$ cat config.mk
export PLATFORM = sky130hd
export DESIGN_NAME = arb8_seg_ctrl
export DESIGN_NICKNAME = d
export VERILOG_FILES = /design/src/rtl/arb8_seg_ctrl.sv
export SDC_FILE = /design/constraint.sdc
export NUM_CORES = 1
export LEC_CHECK = 0
export CAP_MARGIN = 20
export CORE_UTILIZATION = 50
export CTS_CLUSTER_DIAMETER = 60
export CTS_CLUSTER_SIZE = 16
export DETAILED_ROUTE_END_ITERATION = 7
export DONT_BUFFER_PORTS = 1
export PLACE_DENSITY_LB_ADDON = 0.12
export SLEW_MARGIN = 10
export SYNTH_ARGS = -nofsm -noshare
export SYNTH_HDL_FRONTEND = slang
export SYNTH_SLANG_ARGS = --single-unit
$ cat constraint.sdc
create_clock -name clk -period 1.79 [get_ports clk]
set_input_delay 0.358 -clock clk [delete_from_list [all_inputs] [get_ports clk]]
set_output_delay 0.358 -clock clk [all_outputs]
set_load 0.01 [all_outputs]
$ cat src/rtl/arb8_seg_ctrl.sv
// Eight-requester grant controller with one-hot/index/7-segment grant reporting.
// Define ARB_ROUND_ROBIN_EN for round-robin arbitration; otherwise fixed priority (highest index wins).
module arb8_seg_ctrl #(
  parameter int unsigned MAX_HOLD = 16,
  parameter int unsigned CNT_W    = 5
) (
  input  logic       clk,
  input  logic       rst,
  input  logic       enable,
  input  logic [7:0] req,
  output logic [7:0] grant,
  output logic [2:0] grant_idx,
  output logic       grant_valid,
  output logic       timeout,
  output logic [6:0] HEX0
);

  typedef enum logic {S_IDLE, S_GRANT} state_t;

  localparam logic [CNT_W-1:0] CNT_LAST = CNT_W'(MAX_HOLD - 1);

  state_t           state_q, state_d;
  logic [7:0]       grant_q, grant_d;
  logic [2:0]       idx_q, idx_d;
  logic             valid_q, valid_d;
  logic             to_q, to_d;
  logic [CNT_W-1:0] cnt_q, cnt_d;
  logic [2:0]       win;

`ifdef ARB_ROUND_ROBIN_EN
  logic [2:0] ptr_q, ptr_d;
  logic [2:0] cand;

  // Scan offsets from farthest to nearest so the first set bit at/after the pointer wins.
  always_comb begin
    win  = '0;
    cand = '0;
    for (int unsigned k = 0; k < 8; k++) begin
      cand = ptr_q + 3'(7 - k);
      if (req[cand]) win = cand;
    end
  end
`else
  always_comb begin
    win = '0;
    for (int unsigned i = 0; i < 8; i++) begin
      if (req[i]) win = 3'(i);
    end
  end
`endif

  always_comb begin
    state_d = state_q;
    grant_d = grant_q;
    idx_d   = idx_q;
    valid_d = valid_q;
    to_d    = 1'b0;
    cnt_d   = cnt_q;
`ifdef ARB_ROUND_ROBIN_EN
    ptr_d   = ptr_q;
`endif
    unique case (state_q)
      S_IDLE: begin
        if (enable && (|req)) begin
          state_d = S_GRANT;
          grant_d = 8'b1 << win;
          idx_d   = win;
          valid_d = 1'b1;
          cnt_d   = '0;
`ifdef ARB_ROUND_ROBIN_EN
          ptr_d   = win + 3'd1;
`endif
        end
      end
      S_GRANT: begin
        // Release wins over a coinciding hold limit, so no timeout pulse in that case.
        if (!enable || !req[idx_q] || (cnt_q == CNT_LAST)) begin
          state_d = S_IDLE;
          grant_d = '0;
          idx_d   = '0;
          valid_d = 1'b0;
          to_d    = enable && req[idx_q];
        end else begin
          cnt_d = cnt_q + 1'b1;
        end
      end
      default: state_d = S_IDLE;
    endcase
  end

  always_ff @(posedge clk or posedge rst) begin
    if (rst) begin
      state_q <= S_IDLE;
      grant_q <= '0;
      idx_q   <= '0;
      valid_q <= 1'b0;
      to_q    <= 1'b0;
      cnt_q   <= '0;
`ifdef ARB_ROUND_ROBIN_EN
      ptr_q   <= '0;
`endif
    end else begin
      state_q <= state_d;
      grant_q <= grant_d;
      idx_q   <= idx_d;
      valid_q <= valid_d;
      to_q    <= to_d;
      cnt_q   <= cnt_d;
`ifdef ARB_ROUND_ROBIN_EN
      ptr_q   <= ptr_d;
`endif
    end
  end

  // Segment order g..a, active low.
  always_comb begin
    HEX0 = 7'b1111111;
    if (valid_q) begin
      unique case (idx_q)
        3'd0: HEX0 = 7'b1000000;
        3'd1: HEX0 = 7'b1111001;
        3'd2: HEX0 = 7'b0100100;
        3'd3: HEX0 = 7'b0110000;
        3'd4: HEX0 = 7'b0011001;
        3'd5: HEX0 = 7'b0010010;
        3'd6: HEX0 = 7'b0000010;
        3'd7: HEX0 = 7'b1111000;
        default: HEX0 = 7'b1111111;
      endcase
    end
  end

  assign grant       = grant_q;
  assign grant_idx   = idx_q;
  assign grant_valid = valid_q;
  assign timeout     = to_q;

endmodule

# == Word level (Yosys, flattened, before mapping) ==
# Memories as Yosys holds them, arrays and structs flattened.
# Index checks and enable logic that the tools add are counted.
# totals
out_inout_bits,20
ff_bits,19
n_memories,1
romBits,56
inputBits,11
wordCells,51
# memory_table
memory,words,word_bits,rd,rd_clocked_by_memory_dff,write_ports,line_no,text
(no name shown),8,7,1,0,0,119,unique case (idx_q)
# op_classes
n_mux,27
n_bitwise,1
add_sub_neg,1
n_eq_ne,4
reduce_logical,9
n_shift,1
order_cmp,1
# op_table
op,count
3-bit two-way mux,8
8-bit two-way mux,2
8-bit case mux with 2 select lines,1
5-bit two-way mux,2
5-bit case mux with 2 select lines,1
1-bit two-way mux,8
8-bit OR reduction,1
"1-bit by 3-bit left shift with 8-bit output, first input constant",1
7-bit two-way mux,1
3-bit case mux with 2 select lines,1
"5-bit by 1-bit adder with 5-bit output, second input constant",1
"5-bit by 4-bit equality test with 1-bit output, second input constant",1
"3-bit by 4-bit < comparator with 1-bit output, second input constant",1
"2-bit inequality test, second input constant",2
1-bit case mux with 2 select lines,2
2-bit AND reduction,2
1-bit binary-select mux with 3-bit select,1
1-bit logical AND,2
1-bit logical NOT,2
1-bit logical OR,2
"2-bit by 1-bit inequality test with 1-bit output, second input constant",1
1-bit inverter,1

# == Longest topological paths before layout ==
# logic_depth
ltp_word,10
depth_mapped,8
ltp_nobuf,7

# == Worst setup path after synthesis ==
# Ideal clock, no wire load.
# synth_timing
kind,register -> register
from,reg cnt_q[0]
to,"reg grant_q[0], in the netlist grant[0]"
path_stages_with_launch,9
slack_ns,-0.176
path_buffers,1
period_less_slack_ns,1.966
setup_ns,0.125
required_ns,1.665
arrival_ns,1.841
path_cell_list,dfrtp_1 ha_1 and3_1 ha_1 a211oi_2 nand4_1 o21a_1 buf_6 mux2_4
# synth_via
elab_chain_len,4
# synth_rtl
element,line_no,text
start: declaration,27,"logic [CNT_W-1:0] cnt_q, cnt_d;"
start signal: assignment,108,cnt_q <= cnt_d;
5-bit by 4-bit equality test with 1-bit output,77,if (!enable || !req[idx_q] || (cnt_q == CNT_LAST)) begin
1-bit logical OR,77,
2-bit by 1-bit inequality test with 1-bit output (no source line),-,
2-bit AND reduction (no source line),-,
end signal: assignment,104,grant_q <= grant_d;
end: declaration,23,"logic [7:0] grant_q, grant_d;"
# Every way passes these cells.
# A chain may end at the register's enable or synchronous reset.

# == Worst setup path after layout ==
# layout_timing
from,reg cnt_q[1]
to,"reg idx_q[2], in the netlist grant_idx[2]"
# layout_via
elab_chain_len,4
# layout_rtl
element,line_no,text
5-bit by 4-bit equality test with 1-bit output,77,
1-bit logical OR,77,
2-bit by 1-bit inequality test with 1-bit output (no source line),-,
2-bit AND reduction (no source line),-,
end signal: assignment,105,idx_q <= idx_d;
end: declaration,24,"logic [2:0] idx_q, idx_d;"
# Every way passes these cells.

==> results.json <==
{
  "yosysSeqAreaShare_pct": 40.6,
  "synthAdderAreaFrac_pct": 7.48,
  "timing.fmax_mhz": 526,
  "area_delta_synth_final_pct": 23.8,
  "cp-startpoint": "cnt_q[1]$_DFFE_PP0P_",
  "drc_errors": 0,
  "vias": 984,
  "setup_ws_ns": -0.111,
  "synthXorXnorAreaFrac_pct": 0.748,
  "io_buffers": 0,
  "violations": "negative setup slack",
  "start_util_pct": 52.9,
  "slew_viol_final": 0,
  "place_hpwl_mm": 1.83,
  "layout_min_cycle_time_ns": 1.90,
  "relSlewSlack_pct": 53.5,
  "r2r_start": "cnt_q[1]$_DFFE_PP0P_",
  "end_kind": "flop",
  "grt_pass1_vias": 957,
  "fin_skew_ns": 0.00352,
  "clockBufferDepth": 2,
  "die_h_um": 50.4,
  "status": "finished, violations left",
  "clock-sinks": 19,
  "syn_area_per_cell_um2": 9.29,
  "ios": 31,
  "drt_iter0_markers": 14,
  "antenna_cells": 0,
  "die_w_um": 50.4,
  "synth_simple_gate_area_share_pct": 20.1,
  "syn_nets": 144,
  "synth_top_family_by_area": "simple AND/OR/NAND/NOR gates",
  "min_period_over_period_pct": 106,
  "regToRegSetupSlack_ns": -0.11,
  "grt_pass1_wl_mm": 4.06,
  "drive_gt1_share_pct": 32.2,
  "whs_ns": 0.0438,
  "peakVddDrop_mv": 0.740,
  "leakagePower_nw": 0.669,
  "power_density_nw_per_um2": 1230,
  "vias_per_cell": 5.66,
  "nets": 165,
  "worst_slew_pin_slew_ns": 0.697,
  "cts_htree_levels": 1,
  "synth_cell_types": 34,
  "criticalPathCategory": "reg2reg",
  "ys_async_sr_fraction_pct": 100,
  "antenna_found_initial": 0,
  "synthFlopType": "dfrtp_1",
  "synth_edf_count": 0,
  "synth_cells": 126,
  "clk_pin_slew_ns": 0.11,
  "tritoncts": "yes",
  "coreArea_um2": 2210,
  "dieArea_um2": 2540,
  "cp_max_fo": 4,
  "power.total_mw": 1.78,
  "routedWlPerCell_um": 14.6,
  "first_pass_iters": 6,
  "postRouteAntennaNets": 0,
  "routed_wl_mm": 2.54,
  "cap_violations": 0,
  "hold_violations": 0,
  "grt_setup_unrepaired": "true",
  "setup_viol": 16,
  "ys_ff_latch": 19,
  "layout_common_cells": "19 x dfrtp_1, 16 x buf_4, 12 x inv_1, 12 x nand2_1, 9 x nand3_1",
  "grt_max_degree": 20,
  "placementRows": 17,
  "gp_congestion": 0.878,
  "arrival_ns": 2.09,
  "startpoint_type": "flop",
  "synth.area.mux_share_pct": 12.2,
  "numCtsBuffers": 3,
  "yosys_warnings": 0,
  "worstSkewPairLatency_ns": 0.29,
  "track_usage_pct": 21.8,
  "required_ns": 1.98,
  "cts-root-buf": "clkbuf_4",
  "synth_area_um2": 1170,
  "nFillCells": 184,
  "grt_overflow": 0,
  "final_common_cell": "dfrtp_1",
  "hp-class": "in2async",
  "setup_tns_ns": -0.905,
  "synth_compound_area_share_pct": 12.7
}
[what timing repair did]
action / in CTS / in global routing
setup endpoints to repair: 19 / 23
hold buffers: 0 / 0
cloned: 0 / 1
gates resized for setup: 12 / 10
setup buffers: 3 / 2
pin swaps: 2 / 3
[flip-flops by register name (all words and copies together), names as in the netlist]
register,count
grant_idx,3
state_q,1
grant,8
timeout,1
grant_valid,1
cnt_q,5
[worst paths after layout]
check | endpoint | cells past startpoint
setup / recovery | grant_idx[2]$_DFFE_PP0P_ | 7
hold / removal | grant[6]$_DFFE_PP0P_ | 1
setup reg to reg | grant_idx[2]$_DFFE_PP0P_ | 7
hold reg to reg | cnt_q[4]$_DFFE_PP0P_ | 2
max in group asynchronous | cnt_q[4]$_DFFE_PP0P_ | 1
min in group clk | grant[5]$_DFFE_PP0P_ | 2
[synthesized netlist by cell type, types with 3 or more instances]
cell type,count,share of area (%)
o21ai_0,10,4.3
nor4_1,3,1.6
dfrtp_1,19,41
inv_1,13,4.2
nand3_1,9,3.8
nor2b_1,5,2.7
ha_1,7,7.5
nand2_1,14,4.5
mux2i_1,6,5.1
mux2_4,4,5.1
nor2_1,6,1.9
[worst max-delay path, stage by stage (launching register included)]
cell and delay [ns]:
dfrtp_1 0.41, ha_2 0.18, and3_4 0.18, ha_4 0.15, a211oi_2 0.13, nand4_1 0.21, o21a_2 0.23, mux2_4 0.30
[through the flow]
stage	area (um2)	setup WS [ns]	util (%)	cells
final	1450	-0.111	65.6	174
after global routing	1450	-0.151	65.6	174
after CTS	1390	-0.0822	63.0	171
after detailed placement	1320	-0.189	59.4	165
after global placement	1320	-0.109	59.4	165
after floorplan	1190	-0.100	-	126
[logic make-up (layout without fill, tap and decap cells)]
group | count (synthesis) | count (layout)
flops | 19 | 19
fa+ha+maj | 7 | 7
compound gates | 23 | 24
mux | 12 | 12
buf+inv | 17 | 36
xor+xnor | 1 | 1
simple gates | 47 | 47
[final cells by class]
| type | count | area [um2] | share of cell area, % |
|---|---|---|---|
| Clock buffer | 3 | 22.5 | 1.55 |
| Clock inverter | 1 | 5.00 | 0.345 |
| Inverter | 13 | 52.6 | 3.62 |
| Multi-Input combinational cell | 91 | 706 | 48.7 |
| Sequential cell | 19 | 475 | 32.8 |
| Tap cell | 28 | 35.0 | 2.42 |
| Timing Repair Buffer | 19 | 154 | 10.6 |
[per-layer routing]
metal	track usage [%]	share of wire (%)
met5	0	0
met4	11.6	1.2
met3	3.33	4.6
met2	37.1	49
met1	26.5	45
[power by group]
part           switching, mW  leakage, nW  internal, mW
combinational          0.500        0.398         0.449
clock                  0.130       0.0177        0.0832
sequential            0.0976        0.253         0.518
total                  0.727        0.669          1.05
Power figures use the tool's default switching activity.
